===== src/rtl/mem_pkg.sv =====
// Shared load/store types and the lane extract/merge helpers used by lsu_ctrl
// and later cache logic.
package mem_pkg;

  typedef enum logic [1:0] {
    SZ_BYTE = 2'd0,
    SZ_HALF = 2'd1,
    SZ_WORD = 2'd2
  } lsu_size_e;

  typedef enum logic [2:0] {
    ST_IDLE,
    ST_CHECK,
    ST_LOAD,
    ST_RMW_RD,
    ST_WRITE,
    ST_RESP
  } lsu_state_e;

  // Little-endian lane select with optional sign extension.
  function automatic logic [31:0] mem_extract(input logic [31:0] word,
                                              input logic [1:0]  off,
                                              input lsu_size_e   size,
                                              input logic        sgn);
    logic signed [7:0]  b;
    logic signed [15:0] h;
    logic signed [31:0] r;
    case (off)
      2'd0:    b = word[7:0];
      2'd1:    b = word[15:8];
      2'd2:    b = word[23:16];
      default: b = word[31:24];
    endcase
    h = off[1] ? word[31:16] : word[15:0];
    case (size)
      SZ_BYTE: begin
        if (sgn) r = 32'(b);
        else     r = {24'h0, b};
      end
      SZ_HALF: begin
        if (sgn) r = 32'(h);
        else     r = {16'h0, h};
      end
      default: r = word;
    endcase
    return r;
  endfunction

  function automatic logic [31:0] mem_merge(input logic [31:0] old,
                                            input logic [31:0] wdata,
                                            input logic [1:0]  off,
                                            input lsu_size_e   size);
    logic [31:0] r;
    r = old;
    case (size)
      SZ_BYTE: begin
        case (off)
          2'd0:    r[7:0]   = wdata[7:0];
          2'd1:    r[15:8]  = wdata[7:0];
          2'd2:    r[23:16] = wdata[7:0];
          default: r[31:24] = wdata[7:0];
        endcase
      end
      SZ_HALF: begin
        if (off[1]) r[31:16] = wdata[15:0];
        else        r[15:0]  = wdata[15:0];
      end
      default: r = wdata;
    endcase
    return r;
  endfunction

endpackage


===== src/rtl/lsu_ctrl.sv =====
// Single-outstanding load/store initiator: checks alignment/range, extends
// sub-word loads and performs sub-word stores as read-modify-write.
module lsu_ctrl
  import mem_pkg::*;
#(
  parameter int MEM_WORDS = 64
) (
  input  logic        clk,
  input  logic        rst_n,
  input  logic        req_valid,
  output logic        req_ready,
  input  logic        req_we,
  input  logic [1:0]  req_size,
  input  logic        req_signed,
  input  logic [31:0] req_addr,
  input  logic [31:0] req_wdata,
  output logic        resp_valid,
  output logic        resp_err,
  output logic [31:0] resp_rdata,
  output logic [31:0] mem_a,
  output logic        mem_we,
  output logic [31:0] mem_wd,
  input  logic [31:0] mem_rd
);

  localparam logic [31:0] ADDR_LIM = 32'(4 * MEM_WORDS);

  lsu_state_e  state;
  logic        lat_we;
  logic [1:0]  lat_size;
  logic        lat_signed;
  logic [31:0] lat_addr;
  logic [31:0] lat_wdata;
  logic        access_err;

  assign mem_a = {lat_addr[31:2], 2'b00};

  always_comb begin
    access_err = 1'b0;
    case (lat_size)
      SZ_BYTE: access_err = 1'b0;
      SZ_HALF: access_err = lat_addr[0];
      SZ_WORD: access_err = |lat_addr[1:0];
      default: access_err = 1'b1;
    endcase
    if (lat_addr >= ADDR_LIM) access_err = 1'b1;
  end

  always_ff @(posedge clk or negedge rst_n) begin
    if (!rst_n) begin
      state      <= ST_IDLE;
      req_ready  <= 1'b1;
      resp_valid <= 1'b0;
      resp_err   <= 1'b0;
      resp_rdata <= '0;
      mem_we     <= 1'b0;
      mem_wd     <= '0;
      lat_we     <= 1'b0;
      lat_size   <= '0;
      lat_signed <= 1'b0;
      lat_addr   <= '0;
      lat_wdata  <= '0;
    end else begin
      resp_valid <= 1'b0;
      mem_we     <= 1'b0;
      case (state)
        ST_IDLE: begin
          if (req_valid) begin
            lat_we     <= req_we;
            lat_size   <= req_size;
            lat_signed <= req_signed;
            lat_addr   <= req_addr;
            lat_wdata  <= req_wdata;
            req_ready  <= 1'b0;
            state      <= ST_CHECK;
          end
        end
        ST_CHECK: begin
          if (access_err) begin
            resp_err   <= 1'b1;
            resp_valid <= 1'b1;
            state      <= ST_RESP;
          end else if (!lat_we) begin
            state <= ST_LOAD;
          end else if (lat_size == SZ_WORD) begin
            mem_wd <= lat_wdata;
            mem_we <= 1'b1;
            state  <= ST_WRITE;
          end else begin
            state <= ST_RMW_RD;
          end
        end
        ST_LOAD: begin
          resp_rdata <= mem_extract(mem_rd, lat_addr[1:0], lsu_size_e'(lat_size), lat_signed);
          resp_valid <= 1'b1;
          state      <= ST_RESP;
        end
        // mem_wd doubles as the merge buffer so it is stable for the WRITE cycle.
        ST_RMW_RD: begin
          mem_wd <= mem_merge(mem_rd, lat_wdata, lat_addr[1:0], lsu_size_e'(lat_size));
          mem_we <= 1'b1;
          state  <= ST_WRITE;
        end
        ST_WRITE: begin
          resp_valid <= 1'b1;
          state      <= ST_RESP;
        end
        ST_RESP: begin
          resp_err  <= 1'b0;
          req_ready <= 1'b1;
          state     <= ST_IDLE;
        end
        default: begin
          req_ready <= 1'b1;
          state     <= ST_IDLE;
        end
      endcase
    end
  end

endmodule


===== config.mk =====
export PLATFORM = sky130hd
export DESIGN_NAME = lsu_ctrl
export DESIGN_NICKNAME = d
export VERILOG_FILES = /design/src/rtl/mem_pkg.sv /design/src/rtl/lsu_ctrl.sv
export SDC_FILE = /design/constraint.sdc
export NUM_CORES = 1
export LEC_CHECK = 0
export ABC_CLOCK_PERIOD_IN_PS = 2300
export CELL_PAD_IN_SITES_DETAIL_PLACEMENT = 1
export CELL_PAD_IN_SITES_GLOBAL_PLACEMENT = 1
export CORE_AREA = 3 3 142 144
export DETAILED_ROUTE_END_ITERATION = 8
export DIE_AREA = 0 0 145 147
export GPL_TIMING_DRIVEN = 0
export PLACE_DENSITY_LB_ADDON = 0.08
export SKIP_LAST_GASP = 1
export SLEW_MARGIN = 0
export SYNTH_ARGS = -nofsm -noshare
export SYNTH_HDL_FRONTEND = slang
export SYNTH_SLANG_ARGS = --single-unit

===== constraint.sdc =====
create_clock -name clk -period 2.3 [get_ports clk]
set_input_delay 0.345 -clock clk [delete_from_list [all_inputs] [get_ports clk]]
set_output_delay 0.345 -clock clk [all_outputs]
set_load 0.005 [all_outputs]

# Word level (Yosys, flattened, before mapping)
# Cells that the tools add are included.
[word_totals]
register_bits = 139
latch_bits = 0
output_inout_bits = 100
mem_bits_ro = 0
wordCells = 74
in_bits = 103
ramBits = 0
n_memories = 0
[classes]
n_eq_ne = 14
shift = 0
n_mul = 0
div = 0
n_addsub = 0
order_cmp = 1
n_reduce_logical = 13
n_mux = 33
bitwise = 1
[ops]
columns = ["op", "n"]
rows = [
  ["$pmux W32 S2", 3],
  ["$mux W32", 5],
  ["$mux W16", 3],
  ["$ge A32 B9 Y1 const B", 1],
  ["$mux W8", 4],
  ["$pmux W8 S3", 1],
  ["$mux W3", 4],
  ["$pmux W3 S4", 1],
  ["$ne A2 B2 Y1 const B", 5],
  ["$pmux W1 S2", 4],
  ["$mux W1", 7],
  ["$eq A3 B2 Y1 const B", 2],
  ["$eq A3 B3 Y1 const B", 2],
  ["$reduce_and A2 Y1", 3],
  ["$eq A2 B1 Y1 const B", 2],
  ["$eq A2 B2 Y1 const B", 2],
  ["$logic_not A2 Y1", 2],
  ["$reduce_and A4 Y1", 1],
  ["$reduce_bool A2 Y1", 2],
  ["$reduce_or A2 Y1", 2],
  ["$reduce_or A4 Y1", 1],
  ["$eq A3 B1 Y1 const B", 1],
  ["$logic_not A3 Y1", 1],
  ["$pmux W1 S3", 1],
  ["other kinds (2)", 2],
]

# Longest topological paths before layout
[depth]
depth_word = 5
depth_mapped = 8
mapped_depth_nobuf = 5

# Worst setup path before layout
# OpenSTA, ideal clock, no wires.
[synth_path]
kind = "register to register"
from = "register lat_addr[1]"
to = "register mem_wd[16]"
t_arrival_ps = 1638
path_slack_ps = 537
period_less_slack_ps = 1763
setup_time_ps = 125
n_path_buf = 2
stages_incl_launch_ff = 7
required_time_ps = 2175
path_cell_list = "dfrtp_1 buf_2 nor3_1 o211ai_1 o31ai_2 buf_4 mux2_2"
[synth_via]
elab_chain_cells = 5
[synth_rtl]
columns = ["item", "line_no", "source"]
rows = [
  ["start, declared", "lsu_ctrl.sv:32", "logic [31:0] lat_addr;"],
  ["start signal, assigned", "lsu_ctrl.sv:72", "lat_addr <= req_addr;"],
  ["parallel branches: the longest is 5 deep, another holds $ge A32 B9 Y1", "-", ""],
  ["end signal, assigned", "lsu_ctrl.sv:86", "mem_wd <= lat_wdata;"],
  ["end signal, assigned", "lsu_ctrl.sv:100", "mem_wd <= mem_merge(mem_rd, lat_wdata, lat_addr[1:0], lsu_size_e'(lat_size));"],
  ["end, declared", "lsu_ctrl.sv:22", "output logic [31:0] mem_wd,"],
]
# Several ways; the timed one is not identified.
# A chain may end at the register's enable or synchronous reset.

# Worst setup path after layout
[layout_path]
from = "register lat_addr[12]"
to = "register mem_wd[21]"
[layout_via]
elab_chain_cells = 4
[layout_rtl]
columns = ["item", "line_no", "source"]
rows = [
  ["$ge A32 B9 Y1", "lsu_ctrl.sv:46", "if (lat_addr >= ADDR_LIM) access_err = 1'b1;"],
  ["$mux W1", "lsu_ctrl.sv:46", ""],
  ["$ne A2 B2 Y1 (no source line)", "-", ""],
  ["$reduce_and A4 Y1 (no source line)", "-", ""],
]
# No other way between the ends.

==> impl_metrics.toml <==
[die]
io_pins = 203
die_y_um = 147
row_count = 50
die_area_um2 = 21300
start_util_pct = 36.0
chipWidth_um = 145
core_um2 = 18800

[logic_synthesis]
avgSynthCellArea_um2 = 10.6
synthCells = 640
synth_cell_types = 46
syn_area_um2 = 6770
synthTopCellsByArea = "dfrtp_1 (51%), mux2_2 (11%), nand2_1 (4.3%)"
seq_area_frac_synth_pct = 51.4
ys_warn_count = 0
synth-seq-cells = 139
synthFlopType = "dfrtp_1"
synth_edf_count = 0
async_reset_ff_share_pct = 100
yosys.area.top_type = "dfrtp_1"
synth_top_area_share_pct = 51.0

[drt]
drt-total-wl_um = 23600
ant_nets = 0
drcViolationCount = 0
vias = 5779
dr.pass1.iters = 5
drt_iter0_drc = 344
post_drt_via_cell_ratio = 5.09
wl_per_cell_um = 20.8

[cts]
path_clk_slew_ns = 0.06
clkSinkCount = 139
cts_tree = "yes"
ctsRootBufferMaster = "clkbuf_16"
htree_levels = 4
clock_latency_ns = 0.43
ctsLongestPathBuffers = 2
cts_made_buffers = 17

[finish]
fillers = 2047
multi_input_area_um2 = 2770
final_common_cell = "clkdlybuf4s50_1"
num-nets-final = 966
antennaDiodeCount = 0
final_area_um2 = 9740
stdcell_count = 1136
synthToLayoutAreaGrowth_pct = 43.9
drive_above_1_share_pct = 20.9
final-seq-area_um2 = 3480
final_core_util_pct = 51.7
layout_common_cells = "clkdlybuf4s50_1 (199), dfrtp_1 (138), nand2_1 (77)"

[sta]
maxSlewViolCount = 0
rsz0062_at_grt = "true"
tightest_slew_ns = 0.620
period_needed_ns = 2.18
hold_viol_final = 0
fin_skew_ns = 0.0104
slew_headroom_pct = 58.4
finalSetupViolCount = 0
period_share_pct = 94.6
clock.fmax_mhz = 460

[global_route]
antenna_found_initial = 0
grt_max_degree = 91
overflow = 0
grt_pass1_wl_um = 37200
grt_pass1_vias = 6363
grt_usage_pct = 22.3

[critical_path]
rrSetupSlack_ns = 0.12
crit_type = "reg -> reg"
rr_worst_depth = 6
worstSetupEndpoint = "mem_wd[21]"
crit_required_ns = 2.60
worstPathMaxFanout = 10
r2r-start = "lat_addr[12]"
startpoint_type = "register"
cp-end-kind = "register"
regToRegEndpoint = "mem_wd[21]"
worst_ep_arrival_time_ns = 2.48
crit_start = "lat_addr[12]"

[power_and_ir_drop]
p_per_area_nw_per_um2 = 1080
leakage_nw = 4.11
peakVddDrop_v = 0.000514

[run_status]
status = "completed"

[placement]
dpl_cell_area_um2 = 9130
gp_congestion = 0.930
dp_hpwl_um = 18200
portBuffers = 200
dp_cells = 1102

[worst_hold_path]
hold_class = "in -> async"

[job]
drv_cap = 0
==> final cells by class <==
type	instances	area share (%)
inverter	16	0.616
sequential	139	35.7
clock inverter	15	1.57
tap	260	3.34
buffer	78	4.91
timing repair buffer	203	21.0
multi-input combinational	408	28.5
clock buffer	17	4.37
==> timing repair <==
action	CTS	global route
hold buffers	1	0
cloned	0	0
setup buffers	0	1
hold endpoints to repair	49	0
pin swaps	1	1
resized for setup	2	1
endpoints found under the setup margin	32	26
==> synth_stat cells (3+ instances only) <==
master      n
nand2_1    77
nor2b_1     8
nand2b_1    4
clkbuf_1   16
buf_6       3
mux2_2     68
buf_2      19
a31oi_1    17
mux2_1      6
o21ai_0    20
o22a_1     14
nor4_1      7
o22ai_1    11
buf_1       3
dfrtp_1   138
nor2_1     41
a21oi_1    28
inv_1      14
nand3_2    10
o211ai_1    9
nand3_1    29
mux2i_1    18
o221ai_1   15
nor3_1      4
buf_4      37
==> per-stage QoR <==
stage,power [mW],hold WS (ns),setup slack [ns],setup TNS [ns]
detailed placement,7.80,0.327,-0.199,-3.33
global route,11.1,0.471,-0.0256,-0.0673
finish,10.5,0.431,0.124,0
global placement,7.61,0.471,-4.72,-654.49
floorplan,6.08,0.0494,0.537,0
CTS,10.6,0.440,0.0186,0
==> where the power goes <==
group,internal (mW),total [mW],switching (mW)
registers,3.12,3.65,0.535
clock network,1.53,2.74,1.21
logic,2.19,4.12,1.93
total,6.84,10.5,3.68
==> how the worst min path moves through the flow <==
stage	from	to	slack, ns	depth (start not counted)
2_1_floorplan	rst_n	lat_addr[0]	0.05	0
3_3_place_gp	lat_addr[5]	lat_addr[5]	0.47	1
3_5_place_dp	rst_n	resp_rdata[23]	0.33	1
4_1_cts	rst_n	resp_rdata[23]	0.44	2
5_1_grt	rst_n	resp_rdata[23]	0.47	2
6_report	rst_n	resp_rdata[23]	0.43	2
==> critical path: stages, from the launching register on <==
cell	delay (ns)
dfrtp_1	0.40
nor4_1	0.36
nand4_1	0.14
buf_4	0.19
o31ai_4	0.33
buf_4	0.28
mux2_2	0.36
==> metal layers <==
layer	part of all wire, %	global-route usage, %
met1	44	29.2
met2	49	37.0
met3	5.8	5.77
met4	1.0	5.65
met5	0	0
==> state kept, by name, indices dropped and copies added, names as in the netlist, 2 cells and up <==
| register | flops |
|---|---|
| lat_size | 2 |
| state | 3 |
| mem_wd | 32 |
| lat_wdata | 32 |
| lat_addr | 32 |
| resp_rdata | 32 |
==> cell families after synthesis <==
family | Yosys count | share of synthesized area [%]
AOI/OAI and AO/OA | 124 | 12.1
muxes | 92 | 15.0
and+or+nand+nor | 190 | 13.5
DFF | 139 | 51.4
buffers and inverters | 94 | 7.95
other | 1 | 0.0554
No activity file was read; power rests on OpenSTA's default activity.
